===== src/rtl/udp_oe_pkg.sv =====
// Shared constants, header byte offsets and helpers for the UDP offload engine.
package udp_oe_pkg;

    localparam int          UDP_HDR_BYTES    = 42;
    localparam logic [47:0] ETH_BCAST_MAC    = 48'hFFFF_FFFF_FFFF;
    localparam logic [15:0] ETHERTYPE_IPv4   = 16'h0800;
    localparam logic [15:0] ETHERTYPE_ARP    = 16'h0806;
    localparam logic [15:0] ARP_OPER_REQUEST = 16'h0001;
    localparam logic [7:0]  IP_PROTO_UDP     = 8'h11;
    localparam logic [7:0]  IP_VER_IHL       = 8'h45;

    // Byte offsets from the first byte of the Ethernet frame.
    localparam int OFF_ETH_DST   = 0;
    localparam int OFF_ETH_TYPE  = 12;
    localparam int OFF_IP_VIHL   = 14;
    localparam int OFF_IP_PROTO  = 23;
    localparam int OFF_IP_DST    = 30;
    localparam int OFF_UDP_DPORT = 36;
    localparam int OFF_UDP_LEN   = 38;
    localparam int OFF_ARP_HTYPE = 14;
    localparam int OFF_ARP_PTYPE = 16;
    localparam int OFF_ARP_HLEN  = 18;
    localparam int OFF_ARP_PLEN  = 19;
    localparam int OFF_ARP_OPER  = 20;
    localparam int OFF_ARP_SHA   = 22;
    localparam int OFF_ARP_SPA   = 28;
    localparam int OFF_ARP_TPA   = 38;

    typedef logic [UDP_HDR_BYTES*8-1:0] hdr_vec_t;

    typedef enum logic [2:0] {
        ST_HDR      = 3'd0,
        ST_PAYLOAD  = 3'd1,
        ST_FLUSH    = 3'd2,
        ST_ARP_SKIP = 3'd3,
        ST_DROP     = 3'd4
    } rx_state_e;

    function automatic logic [7:0] hdr_byte(input hdr_vec_t h, input int off);
        return h[8*off +: 8];
    endfunction

    function automatic logic [15:0] hdr_get16(input hdr_vec_t h, input int off);
        return {hdr_byte(h, off), hdr_byte(h, off + 1)};
    endfunction

    function automatic logic [31:0] hdr_get32(input hdr_vec_t h, input int off);
        return {hdr_get16(h, off), hdr_get16(h, off + 2)};
    endfunction

    function automatic logic [47:0] hdr_get48(input hdr_vec_t h, input int off);
        return {hdr_get16(h, off), hdr_get32(h, off + 2)};
    endfunction

    function automatic logic [3:0] keep_count(input logic [7:0] keep);
        logic [3:0] n;
        n = 4'd0;
        for (int i = 0; i < 8; i++) begin
            n = n + {3'd0, keep[i]};
        end
        return n;
    endfunction

    function automatic logic [7:0] keep_mask(input logic [3:0] n);
        logic [7:0] k;
        for (int i = 0; i < 8; i++) begin
            k[i] = (i < int'(n));
        end
        return k;
    endfunction

    function automatic logic [63:0] byte_mask(input logic [7:0] keep);
        logic [63:0] m;
        for (int i = 0; i < 8; i++) begin
            m[8*i +: 8] = {8{keep[i]}};
        end
        return m;
    endfunction

endpackage


===== src/rtl/udp_oe_rx_realign.sv =====
// Two-byte payload realignment: holds bytes 2-7 of the previous beat and merges them
// with bytes 0-1 of the next; drives the registered output stream and its flush beat.
module udp_oe_rx_realign
    import udp_oe_pkg::*;
(
    input  logic        clk,
    input  logic        rst,
    input  logic        first_vld_i,
    input  logic [2:0]  first_cnt_i,
    input  logic        beat_vld_i,
    input  logic [3:0]  beat_cnt_i,
    input  logic        beat_final_i,
    input  logic        flush_vld_i,
    input  logic [63:0] data_i,
    input  logic        m_tready_i,
    output logic        out_free_o,
    output logic        m_tvalid_o,
    output logic [63:0] m_tdata_o,
    output logic [7:0]  m_tkeep_o,
    output logic        m_tlast_o
);

    logic [47:0] hold_q, hold_d;
    logic [2:0]  hcnt_q, hcnt_d;
    logic        vld_q, vld_d;
    logic [63:0] dat_q, dat_d;
    logic [7:0]  keep_q, keep_d;
    logic        last_q, last_d;
    logic [3:0]  merge_cnt;

    assign out_free_o = !vld_q || m_tready_i;
    assign merge_cnt  = 4'd6 + ((beat_cnt_i > 4'd2) ? 4'd2 : beat_cnt_i);

    always_comb begin
        hold_d = hold_q;
        hcnt_d = hcnt_q;
        vld_d  = vld_q && !m_tready_i;
        dat_d  = dat_q;
        keep_d = keep_q;
        last_d = last_q;
        if (first_vld_i) begin
            hold_d = data_i[63:16];
            hcnt_d = first_cnt_i;
        end
        if (beat_vld_i) begin
            vld_d  = 1'b1;
            keep_d = keep_mask(merge_cnt);
            dat_d  = {data_i[15:0], hold_q} & byte_mask(keep_mask(merge_cnt));
            last_d = beat_final_i && (beat_cnt_i <= 4'd2);
            hold_d = data_i[63:16];
            hcnt_d = (beat_cnt_i > 4'd2) ? 3'(beat_cnt_i - 4'd2) : 3'd0;
        end
        if (flush_vld_i) begin
            vld_d  = 1'b1;
            keep_d = keep_mask({1'b0, hcnt_q});
            dat_d  = {16'h0000, hold_q} & byte_mask(keep_mask({1'b0, hcnt_q}));
            last_d = 1'b1;
            hcnt_d = 3'd0;
        end
    end

    always_ff @(posedge clk or posedge rst) begin
        if (rst) begin
            hold_q <= '0;
            hcnt_q <= '0;
            vld_q  <= 1'b0;
            dat_q  <= '0;
            keep_q <= '0;
            last_q <= 1'b0;
        end else begin
            hold_q <= hold_d;
            hcnt_q <= hcnt_d;
            vld_q  <= vld_d;
            dat_q  <= dat_d;
            keep_q <= keep_d;
            last_q <= last_d;
        end
    end

    assign m_tvalid_o = vld_q;
    assign m_tdata_o  = dat_q;
    assign m_tkeep_o  = keep_q;
    assign m_tlast_o  = last_q;

endmodule


===== src/rtl/udp_oe_rx_hdr_parser.sv =====
// RX header parser: qualifies Eth/IPv4/UDP and ARP-request frames against the CSR
// addresses, strips the 42-byte header and forwards the realigned UDP payload.
module udp_oe_rx_hdr_parser
    import udp_oe_pkg::*;
#(
    parameter int DATA_WIDTH = 64
) (
    input  logic                    clk,
    input  logic                    reset,
    input  logic                    rx_tvalid,
    output logic                    rx_tready,
    input  logic [DATA_WIDTH-1:0]   rx_tdata,
    input  logic [DATA_WIDTH/8-1:0] rx_tkeep,
    input  logic                    rx_tlast,
    input  logic [47:0]             csr_fpga_mac,
    input  logic [31:0]             csr_fpga_ip,
    input  logic [15:0]             csr_fpga_udp_port,
    output logic                    m_tvalid,
    input  logic                    m_tready,
    output logic [DATA_WIDTH-1:0]   m_tdata,
    output logic [DATA_WIDTH/8-1:0] m_tkeep,
    output logic                    m_tlast,
    output logic                    arp_req_valid,
    output logic [47:0]             arp_req_sha,
    output logic [31:0]             arp_req_spa,
    output logic [31:0]             rx_good_cnt,
    output logic [31:0]             rx_drop_cnt
);

    rx_state_e    state_q, state_d;
    logic [2:0]   beat_q, beat_d;
    logic [319:0] hdr_q, hdr_d;
    logic [15:0]  rem_q, rem_d;
    logic         tlast_seen_q, tlast_seen_d;
    logic         good_pend_q, good_pend_d;
    logic         arp_vld_q, arp_vld_d;
    logic [47:0]  arp_sha_q, arp_sha_d;
    logic [31:0]  arp_spa_q, arp_spa_d;
    logic [31:0]  good_q, drop_q;
    logic         good_inc, drop_inc;

    logic         first_vld, beat_vld, beat_final, flush_vld, out_free;
    logic         ready_c, rx_fire, is_udp, is_arp;
    hdr_vec_t     hdr_all;
    logic [3:0]   kcnt, take;
    logic [2:0]   avail5, take5;
    logic [15:0]  udp_len, plen;
    logic [47:0]  dmac;

    // Bytes 40-41 live on the current beat when the decision is made at beat 5.
    assign hdr_all = {rx_tdata[15:0], hdr_q};
    assign dmac    = hdr_get48(hdr_all, OFF_ETH_DST);

    assign is_udp = (dmac == csr_fpga_mac)
                 && (hdr_get16(hdr_all, OFF_ETH_TYPE) == ETHERTYPE_IPv4)
                 && (hdr_byte(hdr_all, OFF_IP_VIHL) == IP_VER_IHL)
                 && (hdr_byte(hdr_all, OFF_IP_PROTO) == IP_PROTO_UDP)
                 && (hdr_get32(hdr_all, OFF_IP_DST) == csr_fpga_ip)
                 && (hdr_get16(hdr_all, OFF_UDP_DPORT) == csr_fpga_udp_port);

    assign is_arp = ((dmac == ETH_BCAST_MAC) || (dmac == csr_fpga_mac))
                 && (hdr_get16(hdr_all, OFF_ETH_TYPE) == ETHERTYPE_ARP)
                 && (hdr_get16(hdr_all, OFF_ARP_HTYPE) == 16'h0001)
                 && (hdr_get16(hdr_all, OFF_ARP_PTYPE) == 16'h0800)
                 && (hdr_byte(hdr_all, OFF_ARP_HLEN) == 8'd6)
                 && (hdr_byte(hdr_all, OFF_ARP_PLEN) == 8'd4)
                 && (hdr_get16(hdr_all, OFF_ARP_OPER) == ARP_OPER_REQUEST)
                 && (hdr_get32(hdr_all, OFF_ARP_TPA) == csr_fpga_ip);

    assign kcnt    = keep_count(rx_tkeep);
    assign avail5  = (kcnt > 4'd2) ? 3'(kcnt - 4'd2) : 3'd0;
    assign udp_len = hdr_get16(hdr_all, OFF_UDP_LEN);
    assign plen    = (udp_len >= 16'd8) ? (udp_len - 16'd8) : 16'd0;
    assign take5   = (plen < {13'd0, avail5}) ? plen[2:0] : avail5;
    assign take    = (rem_q < {12'd0, kcnt}) ? rem_q[3:0] : kcnt;

    always_comb begin
        ready_c = 1'b1;
        case (state_q)
            ST_PAYLOAD: ready_c = out_free;
            ST_FLUSH:   ready_c = 1'b0;
            default:    ready_c = 1'b1;
        endcase
    end

    assign rx_tready = !reset && ready_c;
    assign rx_fire   = rx_tvalid && rx_tready;

    always_comb begin
        state_d      = state_q;
        beat_d       = beat_q;
        hdr_d        = hdr_q;
        rem_d        = rem_q;
        tlast_seen_d = tlast_seen_q;
        good_pend_d  = good_pend_q;
        arp_vld_d    = 1'b0;
        arp_sha_d    = arp_sha_q;
        arp_spa_d    = arp_spa_q;
        good_inc     = 1'b0;
        drop_inc     = 1'b0;
        first_vld    = 1'b0;
        beat_vld     = 1'b0;
        beat_final   = 1'b0;
        flush_vld    = 1'b0;
        case (state_q)
            ST_HDR: begin
                if (rx_fire && beat_q != 3'd5) begin
                    hdr_d[64*beat_q +: 64] = rx_tdata;
                    if (rx_tlast) begin
                        drop_inc = 1'b1;
                        beat_d   = 3'd0;
                    end else begin
                        beat_d = beat_q + 3'd1;
                    end
                end else if (rx_fire) begin
                    beat_d = 3'd0;
                    if (is_udp) begin
                        if (take5 == 3'd0) begin
                            // Zero payload: counted as good once the frame is fully consumed.
                            if (rx_tlast) begin
                                good_inc = 1'b1;
                            end else begin
                                good_pend_d = 1'b1;
                                state_d     = ST_DROP;
                            end
                        end else begin
                            first_vld = 1'b1;
                            rem_d     = plen - {13'd0, take5};
                            if (plen == {13'd0, take5} || rx_tlast) begin
                                good_inc     = 1'b1;
                                tlast_seen_d = rx_tlast;
                                state_d      = ST_FLUSH;
                            end else begin
                                state_d = ST_PAYLOAD;
                            end
                        end
                    end else if (is_arp) begin
                        arp_vld_d = 1'b1;
                        arp_sha_d = hdr_get48(hdr_all, OFF_ARP_SHA);
                        arp_spa_d = hdr_get32(hdr_all, OFF_ARP_SPA);
                        if (!rx_tlast) state_d = ST_ARP_SKIP;
                    end else begin
                        drop_inc = 1'b1;
                        if (!rx_tlast) state_d = ST_DROP;
                    end
                end
            end
            ST_PAYLOAD: begin
                if (rx_fire) begin
                    beat_vld   = 1'b1;
                    rem_d      = rem_q - {12'd0, take};
                    beat_final = ({12'd0, take} == rem_q) || rx_tlast;
                    if (beat_final) begin
                        good_inc = 1'b1;
                        if (take > 4'd2) begin
                            tlast_seen_d = rx_tlast;
                            state_d      = ST_FLUSH;
                        end else begin
                            state_d = rx_tlast ? ST_HDR : ST_DROP;
                        end
                    end
                end
            end
            ST_FLUSH: begin
                if (out_free) begin
                    flush_vld = 1'b1;
                    state_d   = tlast_seen_q ? ST_HDR : ST_DROP;
                end
            end
            ST_ARP_SKIP, ST_DROP: begin
                if (rx_fire && rx_tlast) begin
                    state_d     = ST_HDR;
                    good_inc    = good_pend_q;
                    good_pend_d = 1'b0;
                end
            end
            default: state_d = ST_HDR;
        endcase
    end

    always_ff @(posedge clk or posedge reset) begin
        if (reset) begin
            state_q      <= ST_HDR;
            beat_q       <= '0;
            hdr_q        <= '0;
            rem_q        <= '0;
            tlast_seen_q <= 1'b0;
            good_pend_q  <= 1'b0;
            arp_vld_q    <= 1'b0;
            arp_sha_q    <= '0;
            arp_spa_q    <= '0;
            good_q       <= '0;
            drop_q       <= '0;
        end else begin
            state_q      <= state_d;
            beat_q       <= beat_d;
            hdr_q        <= hdr_d;
            rem_q        <= rem_d;
            tlast_seen_q <= tlast_seen_d;
            good_pend_q  <= good_pend_d;
            arp_vld_q    <= arp_vld_d;
            arp_sha_q    <= arp_sha_d;
            arp_spa_q    <= arp_spa_d;
            if (good_inc && good_q != '1) good_q <= good_q + 32'd1;
            if (drop_inc && drop_q != '1) drop_q <= drop_q + 32'd1;
        end
    end

    udp_oe_rx_realign u_realign (
        .clk          (clk),
        .rst          (reset),
        .first_vld_i  (first_vld),
        .first_cnt_i  (take5),
        .beat_vld_i   (beat_vld),
        .beat_cnt_i   (take),
        .beat_final_i (beat_final),
        .flush_vld_i  (flush_vld),
        .data_i       (rx_tdata),
        .m_tready_i   (m_tready),
        .out_free_o   (out_free),
        .m_tvalid_o   (m_tvalid),
        .m_tdata_o    (m_tdata),
        .m_tkeep_o    (m_tkeep),
        .m_tlast_o    (m_tlast)
    );

    assign arp_req_valid = arp_vld_q;
    assign arp_req_sha   = arp_sha_q;
    assign arp_req_spa   = arp_spa_q;
    assign rx_good_cnt   = good_q;
    assign rx_drop_cnt   = drop_q;

endmodule


===== config.mk =====
export PLATFORM = sky130hd
export DESIGN_NAME = udp_oe_rx_hdr_parser
export DESIGN_NICKNAME = d
export VERILOG_FILES = /design/src/rtl/udp_oe_pkg.sv /design/src/rtl/udp_oe_rx_realign.sv /design/src/rtl/udp_oe_rx_hdr_parser.sv
export SDC_FILE = /design/constraint.sdc
export NUM_CORES = 1
export LEC_CHECK = 0
export CORE_MARGIN = 4
export CORE_UTILIZATION = 25
export DETAILED_ROUTE_END_ITERATION = 7
export RECOVER_POWER = 100
export SYNTH_ARGS = -nofsm -noshare
export SYNTH_HDL_FRONTEND = slang
export SYNTH_HIERARCHICAL = 1
export SYNTH_SLANG_ARGS = --single-unit

===== constraint.sdc =====
create_clock -name clk -period 33.6 [get_ports clk]
set_input_delay 5.04 -clock clk [delete_from_list [all_inputs] [get_ports clk]]
set_output_delay 5.04 -clock clk [all_outputs]
set_load 0.01 [all_outputs]

==> results.json <==
{
  "run_status": "complete, but fails checks",
  "violations": "max-capacitance violations, max-slew violations",
  "detail_route.wl_per_cell_um": 23.6,
  "final_layout_size_suffix_gt1_share_pct": 13.4,
  "setup_viol_count_final": 0,
  "ir_drop_mv": 0.0336,
  "crit_type": "in2async",
  "cts.sink_count": 550,
  "grt_total_usage_pct": 17.6,
  "timing_worst_slew_pin_value_ps": 8230,
  "tritoncts_buffer_count": 69,
  "route.antenna.remaining_nets": 0,
  "worstPathArrival_ps": 16990,
  "floorplan.rows": 118,
  "syn-mean-instance-area_um2": 10.7,
  "detailed_place_hpwl_um": 71600,
  "worst_hold_path_type": "reg2reg",
  "async_reset_ff_share_pct": 100,
  "postSynthNetCount": 2654,
  "synth.lib_cells_used.distinct": 89,
  "layout.cell_area.non_filler_mm2": 0.0339,
  "wirelength_um": 100000,
  "cts.clk_slew.worst_paths_ps": 60,
  "timing.setup.tns_ps": 0,
  "clk-insertion-delay-late_ps": 650,
  "fp.dieArea_mm2": 0.110,
  "worstSetupEndpointType": "asynchronous set/reset pin",
  "die_h_um": 332,
  "first_iter_violations": 1602,
  "cts_max_level": 3,
  "synthFlopType": "sky130_fd_sc_hd__dfrtp_1",
  "grt_start_max_net_pins": 153,
  "core_mm2": 0.104,
  "via_count_of_the_first_global_routing_pass": 20300,
  "grt_antenna_before_repair": 40,
  "final_min_period_over_clock_period_pct": 54.5,
  "avgViaCountPerCell": 4.87,
  "critical_path.max_fanout": 152,
  "cts-root-buf": "sky130_fd_sc_hd__clkbuf_16",
  "tritoncts_clock_tree": "done",
  "clock.fmax_ghz": 0.0546,
  "place.gp.congestion": 0.885,
  "synth.yosys.seq_area_share_pct": 52.5,
  "die_w_um": 332,
  "grt_pass1_wl_um": 145000,
  "post_synth_inst_count": 2451,
  "overflow": 0,
  "post-route-util_pct": 32.6,
  "hold_violations": 0,
  "endpoint": "arp_req_sha[3]",
  "rr_endpoint": "arp_req_spa[17]",
  "cts_setup_buffers": 0,
  "worst-r2r-cell-count": 8,
  "p_per_area_mw_per_mm2": 59.9,
  "required_ps": 32280,
  "drt-pass1-iter-count": 6,
  "postCtsResizedCells": 0,
  "relSlewSlack_pct": -448,
  "dpl_cell_area_mm2": 0.0317,
  "static-leakage-power_uw": 0.0151,
  "synth_enable_flop_cells": 0,
  "cts_max_path_buffers": 3,
  "number_of_port_buffers": 392,
  "ios": 393,
  "grt_setup_unrepaired": "false",
  "final-max-slew-violation-count": 1212,
  "worst_r2r_startpoint": "hdr_q[18]",
  "synthesis.yosys.warnings": 6,
  "dr_total_vias": 20700,
  "drv_cap": 20,
  "synth.cell_area_mm2": 0.0262,
  "num-nets-final": 3015,
  "final_period_minus_worst_setup_slack_ps": 18310,
  "critPathLaunch": "reset",
  "syn2layout_area_growth_pct": 29.1,
  "timing.reg2reg.setup_slack_ps": 24220,
  "initial_core_util_pct": 25.3,
  "drcViolationCount": 0,
  "cts_hold_repair.buffers": 0,
  "synth_seq_cells": 550,
  "worst_hold_check_slack_ps": 472,
  "timing.critical_path.from_type": "input pin",
  "worst_clock_skew_ps": 36.6
}
cells in the final DEF, fill, tap and decap left out, drive strengths merged, types with 68 or more instances in the layout:
master	count
mux2	222
o21ai	205
xor2	86
clkdlybuf4s50	170
nor4	68
xnor2	119
clkbuf	107
nand4	78
nor2	74
nand2	383
dlygate4sd3	222
dfrtp	550
per-layer routing:
metal,vias to the layer above,share of wire (%),GRT usage (%)
met5,-,0.13,0
met2,756,45,27.1
met1,10300,43,24.0
li1,9472,-,-
met4,18,2.2,4.55
met3,150,9.5,5.77
where the power goes:
part           switching [µW]  internal, µW
Sequential               81.9           729
Clock                     308           451
Combinational             258           200
per-stage QoR:
stage               instances  setup WS (ps)  total power (µW)
global placement         4121          21270              1270
CTS                      4236          21510              2050
finish                   4255          15290              2030
detailed placement       4121          21130              1280
global route             4238          12680              2130
floorplan                2451          15660              1110
sequential cells by signal, indices dropped and copies added, names as in the netlist, 3 cells and up:
| signal | count |
|---|---|
| arp_req_sha | 48 |
| arp_req_spa | 32 |
| beat_q | 3 |
| hdr_q | 256 |
| rem_q | 16 |
| rx_drop_cnt | 32 |
| rx_good_cnt | 32 |
| state_q | 3 |
| u_realign/hcnt_q | 3 |
| u_realign/hold_q | 48 |
| u_realign/m_tdata_o | 64 |
| u_realign/m_tkeep_o | 8 |
cell usage after synthesis (51+ instances only):
master	number	share of area (%)
sky130_fd_sc_hd__dfrtp_1	550	52
sky130_fd_sc_hd__mux2_2	222	9.5
sky130_fd_sc_hd__nand2_1	383	5.5
sky130_fd_sc_hd__clkbuf_1	114	1.6
sky130_fd_sc_hd__nand4_1	78	1.9
sky130_fd_sc_hd__xor2_1	86	2.9
sky130_fd_sc_hd__nor2_1	73	1.0
sky130_fd_sc_hd__nor4_1	59	1.4
sky130_fd_sc_hd__a22o_1	60	2.0
sky130_fd_sc_hd__nand3_1	51	0.97
sky130_fd_sc_hd__o21ai_0	199	3.8
sky130_fd_sc_hd__xnor2_1	119	4.0
critical path, stage by stage:
cell                            delay, ps
sky130_fd_sc_hd__dlygate4sd3_1        610
sky130_fd_sc_hd__clkinvlp_2          2760
sky130_fd_sc_hd__clkbuf_1            2490
sky130_fd_sc_hd__clkbuf_1            5900
cells by family after synthesis:
kind of cell             count (synthesis)  synth area share, %
AO/OA/AOI/OAI                          426                 10.6
XOR/XNOR                               205                 6.85
adder cells (fa/ha/maj)                 30                 1.60
buffers and inverters                  189                 2.93
flip-flops                             550                 52.5
multiplexers                           233                 9.95
other                                    1               0.0143
AND/OR/NAND/NOR                        817                 15.6
final cells by class:
class | count | area (µm²)
well taps | 1380 | 1730
clock inverters | 25 | 382
clock buffers | 90 | 1890
multi-input cells | 1712 | 11700
inverters | 46 | 175
repair buffers | 433 | 4170
fillers | 10600 | 69900
diodes | 19 | 47.5
flip-flops and latches | 550 | 13800
worst min-delay path by stage:
stage | start | endpoint | slack, ps | depth (start not counted)
6_report | u_realign/m_tdata_o[53] | u_realign/m_tdata_o[53] | 470 | 2
2_1_floorplan | hdr_q[116] | hdr_q[116] | 440 | 2
3_3_place_gp | hdr_q[116] | hdr_q[116] | 450 | 2
3_5_place_dp | hdr_q[121] | hdr_q[121] | 460 | 2
4_1_cts | hdr_q[121] | hdr_q[121] | 480 | 2
5_1_grt | rx_drop_cnt[17] | rx_drop_cnt[17] | 490 | 1
Note: power is estimated with default switching activity, not from simulation.
